### src/rtl/seg_pair_decoder.sv
// ---------------------------------------------------------------------------
// seg_pair_decoder
//
// Turns a two-digit seven-segment image (tens + ones) back into a binary value
// 0..99. The input pair must be stable for STABLE_CYCLES consecutive valid
// samples before it is decoded, so glitching or scanned captures are ignored.
// Each stable run produces exactly one decode.
//
// Parameters
//   STABLE_CYCLES  identical valid samples needed before a pair is accepted (>=1)
//   ERRCNT_W       width of the saturating error counter
//
// Optional feature (compile-time macro)
//   SEGDEC_ERRCNT_EN  when defined, err_cnt counts erroneous accepts and
//                     saturates at all-ones; when undefined, err_cnt is 0.
//                     The port list is the same in both builds.
//
// Ports
//   clk        rising-edge clock
//   rst_n      asynchronous active-low reset
//   ten        tens pattern {g,f,e,d,c,b,a}, 1 = segment lit (0x00 = blank = 0)
//   one        ones pattern, same format (0x00 is illegal)
//   in_valid   ten/one are meaningful this cycle
//   number     decoded value 0..99, 127 when err
//   out_valid  one-cycle pulse: number/err were just updated
//   err        illegal pattern in the accepted pair (qualified by out_valid)
//   err_cnt    saturating count of erroneous accepts
// ---------------------------------------------------------------------------
module seg_pair_decoder #(
    parameter int STABLE_CYCLES = 4,
    parameter int ERRCNT_W      = 8
) (
    input  logic                clk,
    input  logic                rst_n,
    input  logic [6:0]          ten,
    input  logic [6:0]          one,
    input  logic                in_valid,
    output logic [6:0]          number,
    output logic                out_valid,
    output logic                err,
    output logic [ERRCNT_W-1:0] err_cnt
);

    localparam int CNT_W = (STABLE_CYCLES < 2) ? 1 : $clog2(STABLE_CYCLES + 1);
    localparam logic [CNT_W-1:0] CNT_MAX = CNT_W'(STABLE_CYCLES);
    localparam logic [CNT_W-1:0] CNT_ONE = CNT_W'(1);

    // Returns {illegal, digit}. A blank pattern is a legal 0 only where the
    // caller allows it (tens position, i.e. leading-zero suppression).
    function automatic logic [4:0] seg_to_digit(input logic [6:0] pat,
                                                input logic       blank_ok);
        logic [4:0] r;
        r = {1'b0, 4'd0};
        case (pat)
            7'h3F:   r = {1'b0, 4'd0};
            7'h06:   r = {1'b0, 4'd1};
            7'h5B:   r = {1'b0, 4'd2};
            7'h4F:   r = {1'b0, 4'd3};
            7'h66:   r = {1'b0, 4'd4};
            7'h6D:   r = {1'b0, 4'd5};
            7'h7D:   r = {1'b0, 4'd6};
            7'h07:   r = {1'b0, 4'd7};
            7'h7F:   r = {1'b0, 4'd8};
            7'h6F:   r = {1'b0, 4'd9};
            7'h00:   r = {~blank_ok, 4'd0};
            default: r = {1'b1, 4'd0};
        endcase
        return r;
    endfunction

    // ------------------------------------------------------------------
    // Stability filter
    // ------------------------------------------------------------------
    logic [13:0]      pair;
    logic [13:0]      held_reg;
    logic [CNT_W-1:0] stab_cnt_reg;
    logic [CNT_W-1:0] stab_cnt_next;
    logic             accept;

    assign pair = {ten, one};

    // accept only fires on the transition into CNT_MAX; once saturated the
    // counter holds and no further accept is produced for the same run.
    always_comb begin
        stab_cnt_next = stab_cnt_reg;
        accept        = 1'b0;
        if (!in_valid) begin
            stab_cnt_next = '0;
        end else if (pair != held_reg || stab_cnt_reg == '0) begin
            stab_cnt_next = CNT_ONE;
            accept        = (CNT_MAX == CNT_ONE);
        end else if (stab_cnt_reg != CNT_MAX) begin
            stab_cnt_next = stab_cnt_reg + 1'b1;
            accept        = ((stab_cnt_reg + 1'b1) == CNT_MAX);
        end
    end

    always_ff @(posedge clk or negedge rst_n) begin
        if (!rst_n) begin
            held_reg     <= '0;
            stab_cnt_reg <= '0;
        end else begin
            stab_cnt_reg <= stab_cnt_next;
            // Loading on every valid sample is equivalent to loading only on
            // a change: when the pair is unchanged the value is the same.
            if (in_valid) begin
                held_reg <= pair;
            end
        end
    end

    // ------------------------------------------------------------------
    // Per-digit decode: index 0 = ones, index 1 = tens
    // ------------------------------------------------------------------
    logic [7:0] dig_val;
    logic [1:0] dig_bad;

    generate
        for (genvar gi = 0; gi < 2; gi++) begin : g_dec
            assign {dig_bad[gi], dig_val[gi*4 +: 4]} =
                seg_to_digit(pair[gi*7 +: 7], (gi == 1) ? 1'b1 : 1'b0);
        end
    endgenerate

    // ------------------------------------------------------------------
    // Stage 1: capture decoded digits on the accept edge
    // ------------------------------------------------------------------
    logic [3:0] tens_d_reg;
    logic [3:0] ones_d_reg;
    logic       ill_t_reg;
    logic       ill_o_reg;
    logic       s1_valid_reg;

    always_ff @(posedge clk or negedge rst_n) begin
        if (!rst_n) begin
            tens_d_reg   <= '0;
            ones_d_reg   <= '0;
            ill_t_reg    <= 1'b0;
            ill_o_reg    <= 1'b0;
            s1_valid_reg <= 1'b0;
        end else begin
            s1_valid_reg <= accept;
            if (accept) begin
                tens_d_reg <= dig_val[7:4];
                ones_d_reg <= dig_val[3:0];
                ill_t_reg  <= dig_bad[1];
                ill_o_reg  <= dig_bad[0];
            end
        end
    end

    // ------------------------------------------------------------------
    // Stage 2: combine digits; number/err hold between pulses
    // ------------------------------------------------------------------
    logic [6:0] number_reg;
    logic       err_reg;
    logic       out_valid_reg;
    logic       s1_bad;
    logic [6:0] s1_sum;

    assign s1_bad = ill_t_reg | ill_o_reg;
    // tens <= 9 so the sum is at most 99 and fits in 7 bits.
    assign s1_sum = 7'(7'(tens_d_reg) * 7'd10 + 7'(ones_d_reg));

    always_ff @(posedge clk or negedge rst_n) begin
        if (!rst_n) begin
            number_reg    <= '0;
            err_reg       <= 1'b0;
            out_valid_reg <= 1'b0;
        end else begin
            out_valid_reg <= s1_valid_reg;
            if (s1_valid_reg) begin
                err_reg    <= s1_bad;
                number_reg <= s1_bad ? 7'd127 : s1_sum;
            end
        end
    end

    assign number    = number_reg;
    assign err       = err_reg;
    assign out_valid = out_valid_reg;

    // ------------------------------------------------------------------
    // Optional error counter; updates on the same edge that raises an
    // erroneous out_valid, so err_cnt already includes the current pulse.
    // ------------------------------------------------------------------
`ifdef SEGDEC_ERRCNT_EN
    logic [ERRCNT_W-1:0] err_cnt_reg;

    always_ff @(posedge clk or negedge rst_n) begin
        if (!rst_n) begin
            err_cnt_reg <= '0;
        end else if (s1_valid_reg && s1_bad && (err_cnt_reg != '1)) begin
            err_cnt_reg <= err_cnt_reg + 1'b1;
        end
    end

    assign err_cnt = err_cnt_reg;
`else
    assign err_cnt = '0;
`endif

endmodule

### config.mk
export PLATFORM = sky130hd
export DESIGN_NAME = seg_pair_decoder
export DESIGN_NICKNAME = d
export VERILOG_FILES = /design/src/rtl/seg_pair_decoder.sv
export SDC_FILE = /design/constraint.sdc
export NUM_CORES = 1
export LEC_CHECK = 0
export ABC_AREA = 1
export CAP_MARGIN = 25
export CORE_MARGIN = 4
export CORE_UTILIZATION = 34
export CTS_CLUSTER_DIAMETER = 200
export CTS_CLUSTER_SIZE = 30
export DETAILED_ROUTE_END_ITERATION = 16
export PLACE_DENSITY_LB_ADDON = 0.25
export SLEW_MARGIN = 10
export SYNTH_ARGS = -nofsm -noshare
export SYNTH_HDL_FRONTEND = slang
export SYNTH_SLANG_ARGS = --single-unit
### constraint.sdc
create_clock -name clk -period 1.9 [get_ports clk]
set_clock_uncertainty 0.05 [all_clocks]
set_input_delay 0.475 -clock clk [delete_from_list [all_inputs] [get_ports clk]]
set_output_delay 0.475 -clock clk [all_outputs]
set_load 0.03 [all_outputs]
## Yosys cells after proc, flatten, opt, wreduce, memory -nomap -nowiden

Cells that the tools add are included.
Widths: inputs -> output; s select.

- Bits in registers: 37
- Input port bits: 17
- Output and inout bits: 17
- Logic and storage cells: 51

- Add/sub/neg operators: 2
- Multipliers: 1
- Equal/unequal tests: 24
- Multiplexer cells: 9
- Bitwise logic cells: 1
- Reduce and logical (&&, ||, !) cells: 4

Operator list:

| kind | number |
|---|---|
| $pmux 5 s10 | 2 |
| $eq 7x7->1 const B | 14 |
| $eq 7x3->1 const B | 4 |
| $eq 7x6->1 const B | 2 |
| $ne 14x14->1 | 1 |
| $mux 3 | 3 |
| $add 7x4->7 | 1 |
| $logic_not 7->1 | 1 |
| $mux 7 | 1 |
| $mul 4x3->6 const B | 1 |
| $add 3x1->3 const B | 1 |
| $eq 3x3->1 const B | 1 |
| $logic_not 3->1 | 1 |
| $mux 1 | 3 |
| $ne 3x1->1 const B | 1 |
| $ne 3x3->1 const B | 1 |
| $reduce_or 2->1 | 1 |
| $logic_or 1x1->1 | 1 |
| $or 1x1->1 | 1 |

## Logic depth before layout (Yosys ltp)

Gate-level depths: netlist of run 1.

- Depth after elaboration: 5
- Mapped depth: 11
- Depth with buffers taken out: 11

## Least setup slack after synthesis of run 1

OpenSTA, ideal clock, no wires.

- Path type: register -> register
- From: reg tens_d_reg[1]
- To: reg number_reg[5] (netlist: number[5])
- Setup time: 82 ps
- Data arrival time: 1769 ps
- Data required time: 1768 ps
- Path slack: 0 ps
- Stages on the path, launching flop included: 7
- Buffers on the path: 0
- Clock period less this slack: 1900 ps
- Cell sequence: dfrtp_1 > ha_1 > ha_1 > inv_1 > fa_1 > or2_2 > a31oi_1

- Word-level cells in the longest chain between the ends: 3

Ends and longest elaborated chain:

| what | RTL line | text |
|---|---|---|
| from (decl) | 128 | `logic [3:0] tens_d_reg;` |
| from (signal assigned) | 144 | `tens_d_reg <= dig_val[7:4];` |
| $mul 4x3->6 | 163 | `assign s1_sum = 7'(7'(tens_d_reg) * 7'd10 + 7'(ones_d_reg));` |
| $add 7x4->7 | 163 |  |
| $mux 7 | 174 | `number_reg <= s1_bad ? 7'd127 : s1_sum;` |
| to (signal assigned) | 174 |  |
| to (decl) | 155 | `logic [6:0] number_reg;` |

No other way between the ends.
A chain may end at the register's enable or synchronous reset.

## Worst setup path after layout of run 1

- From: reg tens_d_reg[1]
- To: reg number_reg[6] (netlist: number[6])

Same word-level chain as after synthesis.

==> reports/qor.csv, run 1 <==
metric,value,unit
fin_cells,496,
cp-startpoint,tens_d_reg[1],
crit_path_end_kind,flip-flop,
synth_area_leader_cell,dfrtp_1,
io_pins,34,
detail_route.first_pass.iterations,4,
holdCritPathClass,input port to async pin,
min_period,1.87,ns
synth-edff-count,0,
wl_per_cell,10.3,µm
track_usage,0.127,
synthArstFlopShare,1.00,
path_common_cell,nor2_1,
worstPathArrival,2.00,ns
worst_pin_slew,0.540,ns
largest_reg_flops,14,
ir_worst_vdd,0.406,mV
die_y,92.1,µm
synth_seq_area_share,0.385,
syn_avg_cell_area,7.09,µm²
syn_inst,339,
vias,2182,
cp_num_cells,8,
drt_iter0_markers,70,
coreArea,0.00683,mm²
post-route-drc-count,0,
synth_area_leaders,"dfrtp_1 (39%), nand2_1 (17%), inv_1 (6.4%)",
vias_per_cell,4.40,
p_leak,1.69,nW
synth_commonest_cells,"nand2_1 (112), inv_1 (41), dfrtp_1 (37)",
max_freq,535,MHz
layout.nets,428,
placement_rows,30,
cts.clk_slew.worst_paths,0.08,ns
start_util,0.352,
grt_pass1_vias,2082,
insertedDiodeCount,0,
cts.path.max_buffers,2,
die_w,92.1,µm
drive_gt1_frac,0.163,
r2r-end,number[6],
netlist_area,0.00240,mm²
crit_buf_inv,1,
critPathLaunchType,flip-flop,
gp_congestion,0.796,
clk_latency,0.29,ns
rsz0062_at_grt,yes,
antenna_found_initial,0,
crit_family,adder cells,
outcome,"finished, final reports clean",
die_area,0.00848,mm²
dp.cells,488,
cts_root_buf,clkbuf_8,
ys_ff_latch,37,
ctsHtreeMaxLevel,2,
ant_nets,0,
grt_pass1_wl,8760,µm
slew_headroom,0.639,
p_per_area,575,mW/mm²
wirelength,5130,µm
cp_slowest_cell,fa_2,
slew_viol_final,0,
worst_r2r_path_depth,8,
dpl_cell_area,0.00298,mm²
io_buffers,25,
synth.distinct_cells,30,
cp_max_fo,4,
critPathKind,flip-flop to flip-flop,
cts_tree,yes,
r2r-start,tens_d_reg[1],
synthFlopType,dfrtp_1,
final_area,0.00314,mm²
cp.required,2.03,ns
yosysWarnings,0,
path_cells,"ha_1, ha_2, inv_2, fa_2, o21ai_1, nand2_1, nor2_1, nor2_1",
finalSetupViolations,0,
crit_path_end,number[6],
yosysMostFrequentCell,nand2_1,
drv.max_cap_violation_count,0,
final_hold_viol_count,0,
slowest_delay,0.46,ns
hpwl,4000,µm
grt_max_degree,38,
power.total,1.80,mW
cts_hold_buffers,0,
cts_buffers,5,
grt_overflow,0,
cts_num_sinks,37,
fin_crit_sh,0.984,
area_delta_synth_final,30.6,%
yosys.area.top_type_share,0.385,
rrSetupSlack,0.03,ns
layer usage:
layer	part of all wire	GRT usage	vias to the layer above
met5	0	0	-
met3	0.037	0.0279	11
met4	0.019	0.0470	0
li1	-	-	1163
met1	0.48	0.156	967
met2	0.46	0.216	41
logic make-up after synthesis:
family | after synthesis | synth area share
adder cells (fa/ha/maj) | 12 | 0.0687
AND/OR/NAND/NOR | 197 | 0.361
flip-flops | 37 | 0.385
AO/OA/AOI/OAI | 26 | 0.0562
XOR/XNOR | 5 | 0.0182
buffers and inverters | 61 | 0.109
other | 1 | 0.00156
area by class of cell:
cell class	instances	area, µm²
Clock inverter	3	46.3
Tap cell	96	120
Multi-Input combinational cell	248	1270
Sequential cell	37	926
Timing Repair Buffer	61	536
Clock buffer	5	68.8
Inverter	46	173
Fill cell	708	3690
report_power, final:
group	switching (mW)	total [mW]	leakage (nW)	internal, mW
Clock	0.301	0.694	0.0543	0.393
Sequential	0.0141	0.829	0.489	0.814
Combinational	0.167	0.281	1.15	0.114
Total	0.482	1.80	1.69	1.32
cell usage in the layout, fill, tap and decap left out, drive strengths merged, types with 5 or more instances in the layout:
cell and n:
nand3 25, dfrtp 37, clkbuf 5, a21oi 6, buf 37, clkdlybuf4s50 16
nor3 10, conb 8, o21ai 17, dlymetal6s2s 8, nor2 36, nand2 114
inv 46, nand4 8, ha 10
worst min-delay path by stage:
stage	slack [ns]	startpoint	to
2_1_floorplan	0.13	rst_n	err
3_3_place_gp	0.42	number[4]	number[4]
3_5_place_dp	0.43	ones_d_reg[0]	ones_d_reg[0]
4_1_cts	0.19	rst_n	number[4]
5_1_grt	0.22	rst_n	number[2]
6_report	0.18	rst_n	number[4]
stage by stage:
stage          hold slack (ns)  setup TNS [ns]  utilization  setup slack (ns)
6_report                 0.180               0        0.460            0.0302
4_1_cts                  0.191               0        0.454          0.000519
2_1_floorplan            0.129               0            -           0.00961
5_1_grt                  0.221         -0.0927        0.460           -0.0805
3_5_place_dp             0.428           -4.07        0.436            -0.361
3_3_place_gp             0.419           -3.85        0.436            -0.330
repair_timing:
| item | CTS | global route |
|---|---|---|
| endpoints found under the setup margin | 10 | 13 |
| buffers inserted | 0 | 0 |
| gates resized for setup | 4 | 13 |
| endpoints found under the hold margin | 0 | 0 |
| pin swaps | 5 | 8 |
| gates cloned | 0 | 0 |
Power figures use the tool's default switching activity.
==> run 2: changes to the inputs <==
clock period = 1.51 ns   (was 1.9 ns; I/O delays follow)
==> run 2 against run 1 <==
The run now ends with setup timing left. Worst setup slack got worse by 0.35 ns. Design area increased by 16%. Largest power group unchanged. Core utilization increased by 7.3 points. Combinational power increased by 37%. Routed wire length increased by 14%. Register-to-register slack got worse by 0.35 ns.
==> reports/qor.csv, run 2 (synthesized netlist as in run 1, its figures left out) <==
metric,value,unit,change
crit_path_end,number[5],,
insertedDiodeCount,0,,unchanged
p_sw,0.632,mW,+31%
critPathLaunchType,flip-flop,,
dpl_cell_area,0.00317,mm²,+6.5%
crit_buf_inv,1,,unchanged
drv.max_cap_violation_count,0,,unchanged
final.setup.worst_slack,-0.325,ns,-0.355 ns
gp_congestion,0.905,,+14%
detail_route.first_pass.iterations,4,,unchanged
layout.nets,461,,+7.7%
fin_cells,529,,+6.7%
grt_max_degree,38,,unchanged
slew_viol_final,0,,unchanged
p_leak,1.89,nW,+12%
final_util,0.532,,+0.0727
grt_pass1_vias,2252,,+8.2%
die_y,92.1,µm,unchanged
path_cells,"ha_1, ha_2, inv_2, fa_2, or2_4, a31oi_1",,
io_pins,34,,unchanged
antenna_found_initial,0,,unchanged
mostFrequentLayoutCells,"nand2_1 (108), buf_4 (57), dfrtp_1 (37), inv_1 (35), nor2_1 (29)",,
vias_per_cell,4.36,,-0.78%
max_freq,545,MHz,+1.9%
cp.required,1.68,ns,-0.35 ns
swShare,0.268,,+0.000837
wirelength,5850,µm,+14%
io_buffers,25,,unchanged
placement_rows,30,,unchanged
area_delta_synth_final,51.3,%,
coreArea,0.00683,mm²,unchanged
seq_power_share,0.442,,-0.017
grt_pass1_wl,9920,µm,+13%
final_common_cell,nand2_1,,
crit_path_end_kind,flip-flop,,
critPathKind,flip-flop to flip-flop,,
worst_r2r_path_depth,6,,-2
slowest_delay,0.45,ns,about the same
ant_nets,0,,unchanged
holdCritPathClass,input port to flip-flop,,
hpwl,4250,µm,+6.1%
cp_num_cells,6,,-2
cts_tree,yes,,
track_usage,0.146,,+0.0199
final_area,0.00364,mm²,+16%
crit_family,adder cells,,
p_per_area,648,mW/mm²,+13%
drt_iter0_markers,55,,-21%
outcome,"finished, violations left",,
fill_cells,658,,-7.1%
final_hold_viol_count,0,,unchanged
dp.cells,507,,+3.9%
cp_slowest_cell,fa_2,,
tns,-1.95,ns,-1.95 ns
clk_latency,0.30,ns,about the same
cts.clk_slew.worst_paths,0.08,ns,about the same
ctsHtreeMaxLevel,2,,unchanged
vias,2309,,+5.8%
finalSetupViolations,16,,+16
die_w,92.1,µm,unchanged
violations,setup timing,,
cp_max_fo,4,,unchanged
cts_num_sinks,37,,unchanged
cts_buffers,5,,unchanged
die_area,0.00848,mm²,unchanged
r2r-start,tens_d_reg[1],,
r2r-end,number[5],,
cts_root_buf,clkbuf_8,,
largest_reg_flops,14,,unchanged
hold_slack,0.329,ns,+0.149 ns
cp-startpoint,tens_d_reg[1],,
min_period,1.83,ns,-0.0351 ns
grt_overflow,0,,unchanged
wl_per_cell,11.0,µm,+6.9%
power_frac_clock,0.394,,+0.009
cts.path.max_buffers,2,,unchanged
worstPathArrival,2.01,ns,about the same
ir_worst_vdd,0.504,mV,+24%
rrSetupSlack,-0.32,ns,-0.35 ns
fin_crit_sh,1.22,,+0.231
p_int,1.72,mW,+31%
start_util,0.352,,unchanged
drive_gt1_frac,0.305,,+0.142
post-route-drc-count,0,,unchanged
rsz0062_at_grt,yes,,
comb_power_share,0.164,,+0.008
## run 2: worst min-delay path, delay by kind of cell
family / cells / cell delay, ns
AOI/OAI and AO/OA: 1 / 0.06
and+or+nand+nor: 1 / 0.06
buffers and inverters: 1 / 0.14
## run 2: what timing repair did
item                                    CTS  global route
pin swaps                                21            17
gates cloned                              1             0
resized for setup                        49            34
hold endpoints to repair                 28             0
buffers inserted                          8             6
endpoints found under the setup margin   27            25
hold buffers                              1             0
## run 2: worst min path at each step
stage	start	endpoint	slack [ns]	cells past startpoint
finish	one[3]	held_reg[3]	0.33	3
global route	one[3]	held_reg[3]	0.39	3
CTS	number[4]	number[4]	0.43	2
detailed placement	rst_n	number[5]	0.32	2
global placement	rst_n	number[5]	0.32	2
floorplan	rst_n	err	0.03	0
## run 2: per-stage QoR
step           total power [mW]  setup slack, ns
6_report                   2.36           -0.325
4_1_cts                    2.39           -0.343
3_3_place_gp               1.43           -0.479
5_1_grt                    2.48           -0.418
2_1_floorplan              1.26           -0.345
3_5_place_dp               1.44           -0.522
## run 2: layout make-up
class	count	area (µm²)	share of cell area
timing repair buffer	93	803	0.221
tap	96	120	0.0330
clock inverter	2	37.5	0.0103
sequential	37	926	0.255
clock buffer	6	82.6	0.0227
multi-input combinational	249	1490	0.411
inverter	46	173	0.0475
## run 2: power groups by stage
stage,Clock (mW),Combinational [mW],Sequential [mW]
after floorplan,0,0.197,1.06
after global placement,0,0.373,1.06
after detailed placement,0,0.376,1.06
after CTS,0.963,0.384,1.04
after global routing,0.993,0.438,1.05
final,0.929,0.386,1.04
## run 2: metal layers
metal  vias to the layer above  GRT usage  part of all wire
li1                       1236          -                 -
met1                      1022      0.177              0.43
met2                        40      0.254              0.52
met3                        11     0.0263             0.038
met4                         0     0.0644             0.018
met5                         -          0                 0
